<file path="src/rtl/pipeline_hazard_ctrl.sv">
// pipeline_hazard_ctrl
//   Hazard and sequencing controller for the 5-stage RV32I pipeline.
//   It produces the per-stage stall/flush controls and the EX-stage operand
//   forwarding selects. It also runs the variable-latency data-memory
//   handshake for the instruction in M, including timeout detection.
//   The block holds no datapath storage.
//
// Ports
//   i_clk, i_rst                 clock (rising edge), synchronous active-high reset
//   rs1_addrD, rs2_addrD         decode-stage source registers
//   rs1_addrE, rs2_addrE         execute-stage source registers
//   rd_addrE/M/W, rd_wrenE/M/W   destination register and write enable per stage
//   wb_selE, wb_selM             write-back select (2'b01 = load)
//   mem_wrenM                    store size in M (nonzero = store)
//   pc_selE                      control transfer taken in E
//   i_dmem_ack                   data memory completes the access this cycle
//   o_dmem_req                   data memory request for the M instruction
//   StallF/D/E/M                 hold PC, IF/ID, ID/EX, EX/MEM
//   FlushD/E/W                   bubble IF/ID, ID/EX, MEM/WB
//   ForwardAE, ForwardBE         00 regfile, 10 M result, 01 W result
//   o_mem_err                    sticky memory-timeout flag
module pipeline_hazard_ctrl #(
    parameter int unsigned TIMEOUT = 16
) (
    input  logic       i_clk,
    input  logic       i_rst,
    input  logic [4:0] rs1_addrD,
    input  logic [4:0] rs2_addrD,
    input  logic [4:0] rs1_addrE,
    input  logic [4:0] rs2_addrE,
    input  logic [4:0] rd_addrE,
    input  logic [4:0] rd_addrM,
    input  logic [4:0] rd_addrW,
    input  logic       rd_wrenE,
    input  logic       rd_wrenM,
    input  logic       rd_wrenW,
    input  logic [1:0] wb_selE,
    input  logic [1:0] wb_selM,
    input  logic [1:0] mem_wrenM,
    input  logic       pc_selE,
    input  logic       i_dmem_ack,
    output logic       o_dmem_req,
    output logic       StallF,
    output logic       StallD,
    output logic       StallE,
    output logic       StallM,
    output logic       FlushD,
    output logic       FlushE,
    output logic       FlushW,
    output logic [1:0] ForwardAE,
    output logic [1:0] ForwardBE,
    output logic       o_mem_err
);

    localparam int unsigned CW = $clog2(TIMEOUT + 1);

    typedef enum logic [1:0] {
        ST_IDLE,
        ST_WAIT,
        ST_ERR
    } state_t;

    state_t        state;
    logic [CW-1:0] cnt;
    logic          mem_err;

    logic memacc;
    logic mstall;
    logic load_use;

    assign memacc     = (wb_selM == 2'b01) || (mem_wrenM != 2'b00);
    assign o_dmem_req = memacc && (state != ST_ERR) && !i_rst;
    assign mstall     = (o_dmem_req && !i_dmem_ack) || (state == ST_ERR);
    assign load_use   = (wb_selE == 2'b01) && rd_wrenE && (rd_addrE != 5'd0) &&
                        ((rd_addrE == rs1_addrD) || (rd_addrE == rs2_addrD));
    assign o_mem_err  = mem_err;

    // Memory handshake FSM. cnt holds the number of un-acked request cycles
    // seen so far for the current access.
    always_ff @(posedge i_clk) begin
        if (i_rst) begin
            state   <= ST_IDLE;
            cnt     <= '0;
            mem_err <= 1'b0;
        end else begin
            case (state)
                ST_IDLE: begin
                    if (mstall) begin
                        state <= ST_WAIT;
                        cnt   <= CW'(1);
                    end
                end
                ST_WAIT: begin
                    // A vanished access while M is held cannot happen in a
                    // well-formed pipeline; it is handled like an ack.
                    if (i_dmem_ack || !memacc) begin
                        state <= ST_IDLE;
                        cnt   <= '0;
                    end else if (cnt + CW'(1) == CW'(TIMEOUT)) begin
                        state   <= ST_ERR;
                        mem_err <= 1'b1;
                    end else begin
                        cnt <= cnt + CW'(1);
                    end
                end
                ST_ERR: begin
                    state <= ST_ERR;
                end
                default: begin
                    state <= ST_IDLE;
                    cnt   <= '0;
                end
            endcase
        end
    end

    // Stall/flush priority: memory stall, then taken transfer, then load-use.
    always_comb begin
        StallF = 1'b0;
        StallD = 1'b0;
        StallE = 1'b0;
        StallM = 1'b0;
        FlushD = 1'b0;
        FlushE = 1'b0;
        FlushW = 1'b0;
        if (!i_rst) begin
            if (mstall) begin
                StallF = 1'b1;
                StallD = 1'b1;
                StallE = 1'b1;
                StallM = 1'b1;
                FlushW = 1'b1;
            end else if (pc_selE) begin
                FlushD = 1'b1;
                FlushE = 1'b1;
            end else if (load_use) begin
                StallF = 1'b1;
                StallD = 1'b1;
                FlushE = 1'b1;
            end
        end
    end

    function automatic logic [1:0] fwd_sel(
        input logic [4:0] rs,
        input logic [4:0] rdm,
        input logic       wrenm,
        input logic [4:0] rdw,
        input logic       wrenw
    );
        if (wrenm && (rdm != 5'd0) && (rdm == rs)) begin
            return 2'b10;
        end else if (wrenw && (rdw != 5'd0) && (rdw == rs)) begin
            return 2'b01;
        end else begin
            return 2'b00;
        end
    endfunction

    always_comb begin
        ForwardAE = fwd_sel(rs1_addrE, rd_addrM, rd_wrenM, rd_addrW, rd_wrenW);
        ForwardBE = fwd_sel(rs2_addrE, rd_addrM, rd_wrenM, rd_addrW, rd_wrenW);
    end

endmodule

</file>
<file path="config.mk">
export PLATFORM = sky130hd
export DESIGN_NAME = pipeline_hazard_ctrl
export DESIGN_NICKNAME = d
export VERILOG_FILES = /design/src/rtl/pipeline_hazard_ctrl.sv
export SDC_FILE = /design/constraint.sdc
export NUM_CORES = 1
export LEC_CHECK = 0
export ABC_AREA = 1
export ABC_CLOCK_PERIOD_IN_PS = 1600
export CORE_ASPECT_RATIO = 0.6
export CORE_UTILIZATION = 38
export CTS_CLUSTER_DIAMETER = 120
export DETAILED_ROUTE_END_ITERATION = 10
export GPL_ROUTABILITY_DRIVEN = 1
export PLACE_DENSITY = 0.92
export SLEW_MARGIN = 20
export SYNTH_ARGS = -nofsm -noshare
export SYNTH_HDL_FRONTEND = slang
export SYNTH_SLANG_ARGS = --single-unit
</file>
<file path="constraint.sdc">
create_clock -name i_clk -period 1.6 [get_ports i_clk]
set_input_delay 0.32 -clock i_clk [delete_from_list [all_inputs] [get_ports i_clk]]
set_output_delay 0.32 -clock i_clk [all_outputs]
set_load 0.1 [all_outputs]
</file>
==> impl_results.md, run 1 <==
- Status: did not finish
- Fail Step: global routing
- Tool error: [ERROR DPL-0033] detailed placement checks failed during check placement.
- Placer congestion estimate: between 0.8 and 0.9
- Post-synthesis sequential area ratio: 0.157
- Syn nets: around 220
- Syn Area/Cell: just over 6 um2
- Yosys cell types: 24
- Placed Cells incl. Taps: between 200 and 300
- Simple-gate area share of the yosys netlist: 0.394
- Row cnt: 14
- Post-synth top cells: 38 x nand2_1, 23 x inv_1, 18 x nor2_1
- Clk buf depth: 2
- CTS H-tree lvls: 1
- Sink Count: 8
- Synthesized area: between 1000 and 1500 um2
- EDFF count, synth: 0
- Most frequent cell after synthesis: nand2_1
- Die Wd: just under 70 um
- Largest net degree at the start of global routing: 7
- Antenna violations before repair: 0
- Area leader, netlist: dfxtp_1
- Flop and latch count out of synthesis: 8
- Mux cell area share after synthesis: 0
- DP Area: between 2000 and 2500 um2
- Yosys top cell area share: 0.157
- Asr flop ratio synth: 0
- Synth Area in Compound Gates: 0.0955
- Worst setup endpoint GRT: StallF
- XOR/XNOR Fraction of Synth Area: 0.214
- Worst endpoint type: output port
- Post-synth top flop: dfxtp_1
- Yosys warns: 0
- Cts hold-fix bufs: 0
- Clock Root Buffer: clkbuf_8
- Area share of fa/ha/maj cells after synthesis: 0.0245
- Largest family of logic cells by synthesized area: simple AND/OR/NAND/NOR gates
- Synth top area cells: dfxtp_1 16%, nand2_1 14%, xor2_1 11%, xnor2_1 10%, inv_1 8.4%
- Die Y-Extent: 42.2 um
- TritonCTS Buffers: 3
- HPWL after DPL: roughly 3.2 mm
- Synthesized netlist cell count: between 150 and 200
- Buffers on Ports: 60
- I/O Pins: 61
- Starting Density: 0.405
-- what timing repair did --
action / 4_1_cts
pin swaps: 45
endpoints found under the hold margin: 0
resized for setup: 205
endpoints found under the setup margin: 17
setup buffers: 5
-- per-stage QoR --
step | util | setup slack [ns]
2_1_floorplan | - | -0.770
3_3_place_gp | 0.837 | -0.547
3_5_place_dp | 0.837 | -0.603
4_1_cts | 0.884 | -0.147
-- kinds of logic after synthesis --
kind of cell             after synthesis
adder cells (fa/ha/maj)                2
AND/OR/NAND/NOR                       88
AO/OA/AOI/OAI                         16
buffers and inverters                 28
flip-flops                             8
XOR/XNOR                              25
==> inputs of run 2 (changes only) <==
Settings changed: CORE_AREA from default to 2 2 63 65, CORE_ASPECT_RATIO 0.6 to default, CORE_UTILIZATION 38 to default, CTS_CLUSTER_DIAMETER 120 to default, DIE_AREA from default to 0 0 65 67, PLACE_DENSITY 0.92 to default, PLACE_DENSITY_LB_ADDON from default to 0.15.
==> impl_results.md, run 2 <==
- Post-synth top flop: dfxtp_1
- Nets: 308
- WP data required: between 1 and 1.5 ns
- Via density: 4.48
- Finished Core Util: 0.668
- Leakage: between 1 and 1.5 nW
- Critical Path Source Type: input pin
- Critical path class: input pin to output pin
- First-pass GRT wire length: about 5.7 mm
- Number of diodes: 0
- Final setup skew: around 0.0032 ns
- Max-slew violations: 0
- Synthesized netlist cell count: 167
- Post-Layout Cell Count: 304
- DRT antenna net count: 0
- Buffers on Ports: 60
- CP max FO: 2
- CTS tree: done
- Int Pwr: between 0.6 and 0.7 mW
- Final Hold Fails: 0
- Post-route setup slack: -0.0948 ns
- Net Switching: between 0.3 and 0.4 mW
- Die Wd: about 65 um
- Reg-to-reg setup timing slack: around 0.1 ns
- Row cnt: 22
- Hold_sp: i_rst
- HPWL after DPL: 2.75 mm
- Status: finished with violations
- Antenna violations before repair: 0
- Area leader, netlist: dfxtp_1
- Clock Root Buffer: clkbuf_8
- Full die area: approximately 4400 um2
- Post-synth top cells: 38 x nand2_1, 23 x inv_1, 18 x nor2_1
- Area growth syn-to-layout: 136%
- DRT iter0 DRCs: 73
- DRT Pass-1 Iters: 4
- Worst Tran Pin Value: about 0.35 ns
- RSZ-0062 raised after global routing: true
- Number of global-route vias before repair: 1398
- Violated checks: negative setup slack
- Most frequent cell after synthesis: nand2_1
- Most flops, register: cnt
- CTS H-tree lvls: 1
- Placer congestion estimate: 0.799
- Max reg flops: 5
- Core ar.: about 3600 um2
- Drt total wl: roughly 3.7 mm
- Max cap viols: 0
- Most common cell after layout, fill and taps aside: nand2_1
- DRC Markers: 0
- Clk buf depth: 2
- Starting Density: 0.283
- Sink Count: 8
- Hold_ws: 0.332 ns
- Largest net degree at the start of global routing: 8
- Capturing point of the worst reg2reg path: cnt[3]
- GRT Residual Overflow: 0
- EDFF count, synth: 0
- Element type at the critical path end: output pin
- Flop and latch count out of synthesis: 8
- Asr flop ratio synth: 0
- DP Area: 2150 um2
- Pwr dens: around 430 nW/um2
- Hold EP: state[1]
- Synthesized area: a little over 1000 um2
- Total power: 1.03 mW
- Worst VDD drop: ~0.19 mV
- Fin crit period: roughly 1.7 ns
- Die Y-Extent: ~67 um
- Yosys warns: 0
- Clock power share: 0.253
- Most frequent cells in the layout: 28 x nand2_1, 22 x buf_4, 19 x buf_6, 15 x buf_2, 13 x buf_12
- RR Startpoint: cnt[0]
- Placed Cells incl. Taps: a little under 300
- Share of layout cells above drive strength 1: 0.598
- Slew HR: 0.767
- Syn nets: ~220
- Max frequency: roughly 590 MHz
- R2R cell count: 9
- WL per Instance: about 12 um
- Post-route cell area: 2410 um2
- Place WS: -0.605 ns
- Clk Latency, worst-skew pair: ~0.24 ns
- Clock transition at path regs: 0.04 ns
- Hold depth: 2
- Synth top area cells: dfxtp_1 16%, nand2_1 14%, xor2_1 11%, xnor2_1 10%, inv_1 8.4%
- Combinational share of power: 0.546
- Net Sw Frac: 0.380
- I/O Pins: 61
- Sequential Power Share: 0.201
- Critical Path AT: roughly 1.4 ns
- Yosys top cell area share: 0.157
- Yosys cell types: 24
- Final setup fails: 11
- Setup TNS: -0.782 ns
- Via count: between 1000 and 1500
- TritonCTS Buffers: 3
- Post-synthesis sequential area ratio: 0.157
- Period utilisation layout: 1.06
- Syn Area/Cell: around 6 um2
- All-Layer GR Usage: 0.170
- Hold/Removal Path Class: input pin to flop
==> run 2: final cells by class <==
class                   instances  area (um2)
fillers                       321        1200
multi-input cells             131        1100
repair buffers                 90         935
flip-flops and latches          8         168
inverters                      24         104
well taps                      48        60.1
clock buffers                   3        41.3
==> run 2: timing repair <==
action,4_1_cts,5_1_grt
hold buffers,0,0
pin swaps,47,37
gates resized for setup,184,50
buffers inserted,5,3
setup endpoints to repair,12,14
==> run 2: critical path, stage by stage <==
cell and delay, ns:
buf_8 0.10, buf_8 0.13, xor2_4 0.18, nor4_4 0.25
buf_4 0.18, nor2_4 0.04, buf_12 0.16
==> run 2: worst max path at each step <==
stage | slack (ns) | start | to | depth (start not counted)
3_3_place_gp | -0.61 | rd_addrM[2] | ForwardBE[0] | 9
4_1_cts | -0.13 | rs1_addrE[2] | ForwardAE[0] | 6
6_report | -0.09 | rd_addrM[1] | ForwardAE[0] | 7
2_1_floorplan | -0.77 | rd_addrM[0] | ForwardAE[0] | 4
3_5_place_dp | -0.61 | rd_addrM[2] | ForwardAE[0] | 9
5_1_grt | -0.17 | rd_addrE[1] | StallD | 10
==> run 2: cells by family after synthesis <==
| family | share of synthesized area |
|---|---|
| AND/OR/NAND/NOR | 0.394 |
| buffers and inverters | 0.115 |
| XOR/XNOR | 0.214 |
| AO/OA/AOI/OAI | 0.0955 |
| flip-flops | 0.157 |
| adder cells (fa/ha/maj) | 0.0245 |
==> run 2: layer usage <==
layer	share of wire	GRT usage	wire (um)
met3	0.051	0.0321	185
met4	0.018	0.0612	65
met2	0.55	0.327	2000
met5	0	0	0
met1	0.38	0.183	1410
==> run 2: power by group through the flow <==
stage / Combinational (mW) / Sequential, mW / Clock [mW]
after CTS: 0.524 / 0.206 / 0.259
after detailed placement: 0.511 / 0.211 / 0
final: 0.560 / 0.206 / 0.259
after global placement: 0.507 / 0.211 / 0
after global routing: 0.599 / 0.206 / 0.273
after floorplan: 0.262 / 0.212 / 0
Power figures use the tool's default switching activity.
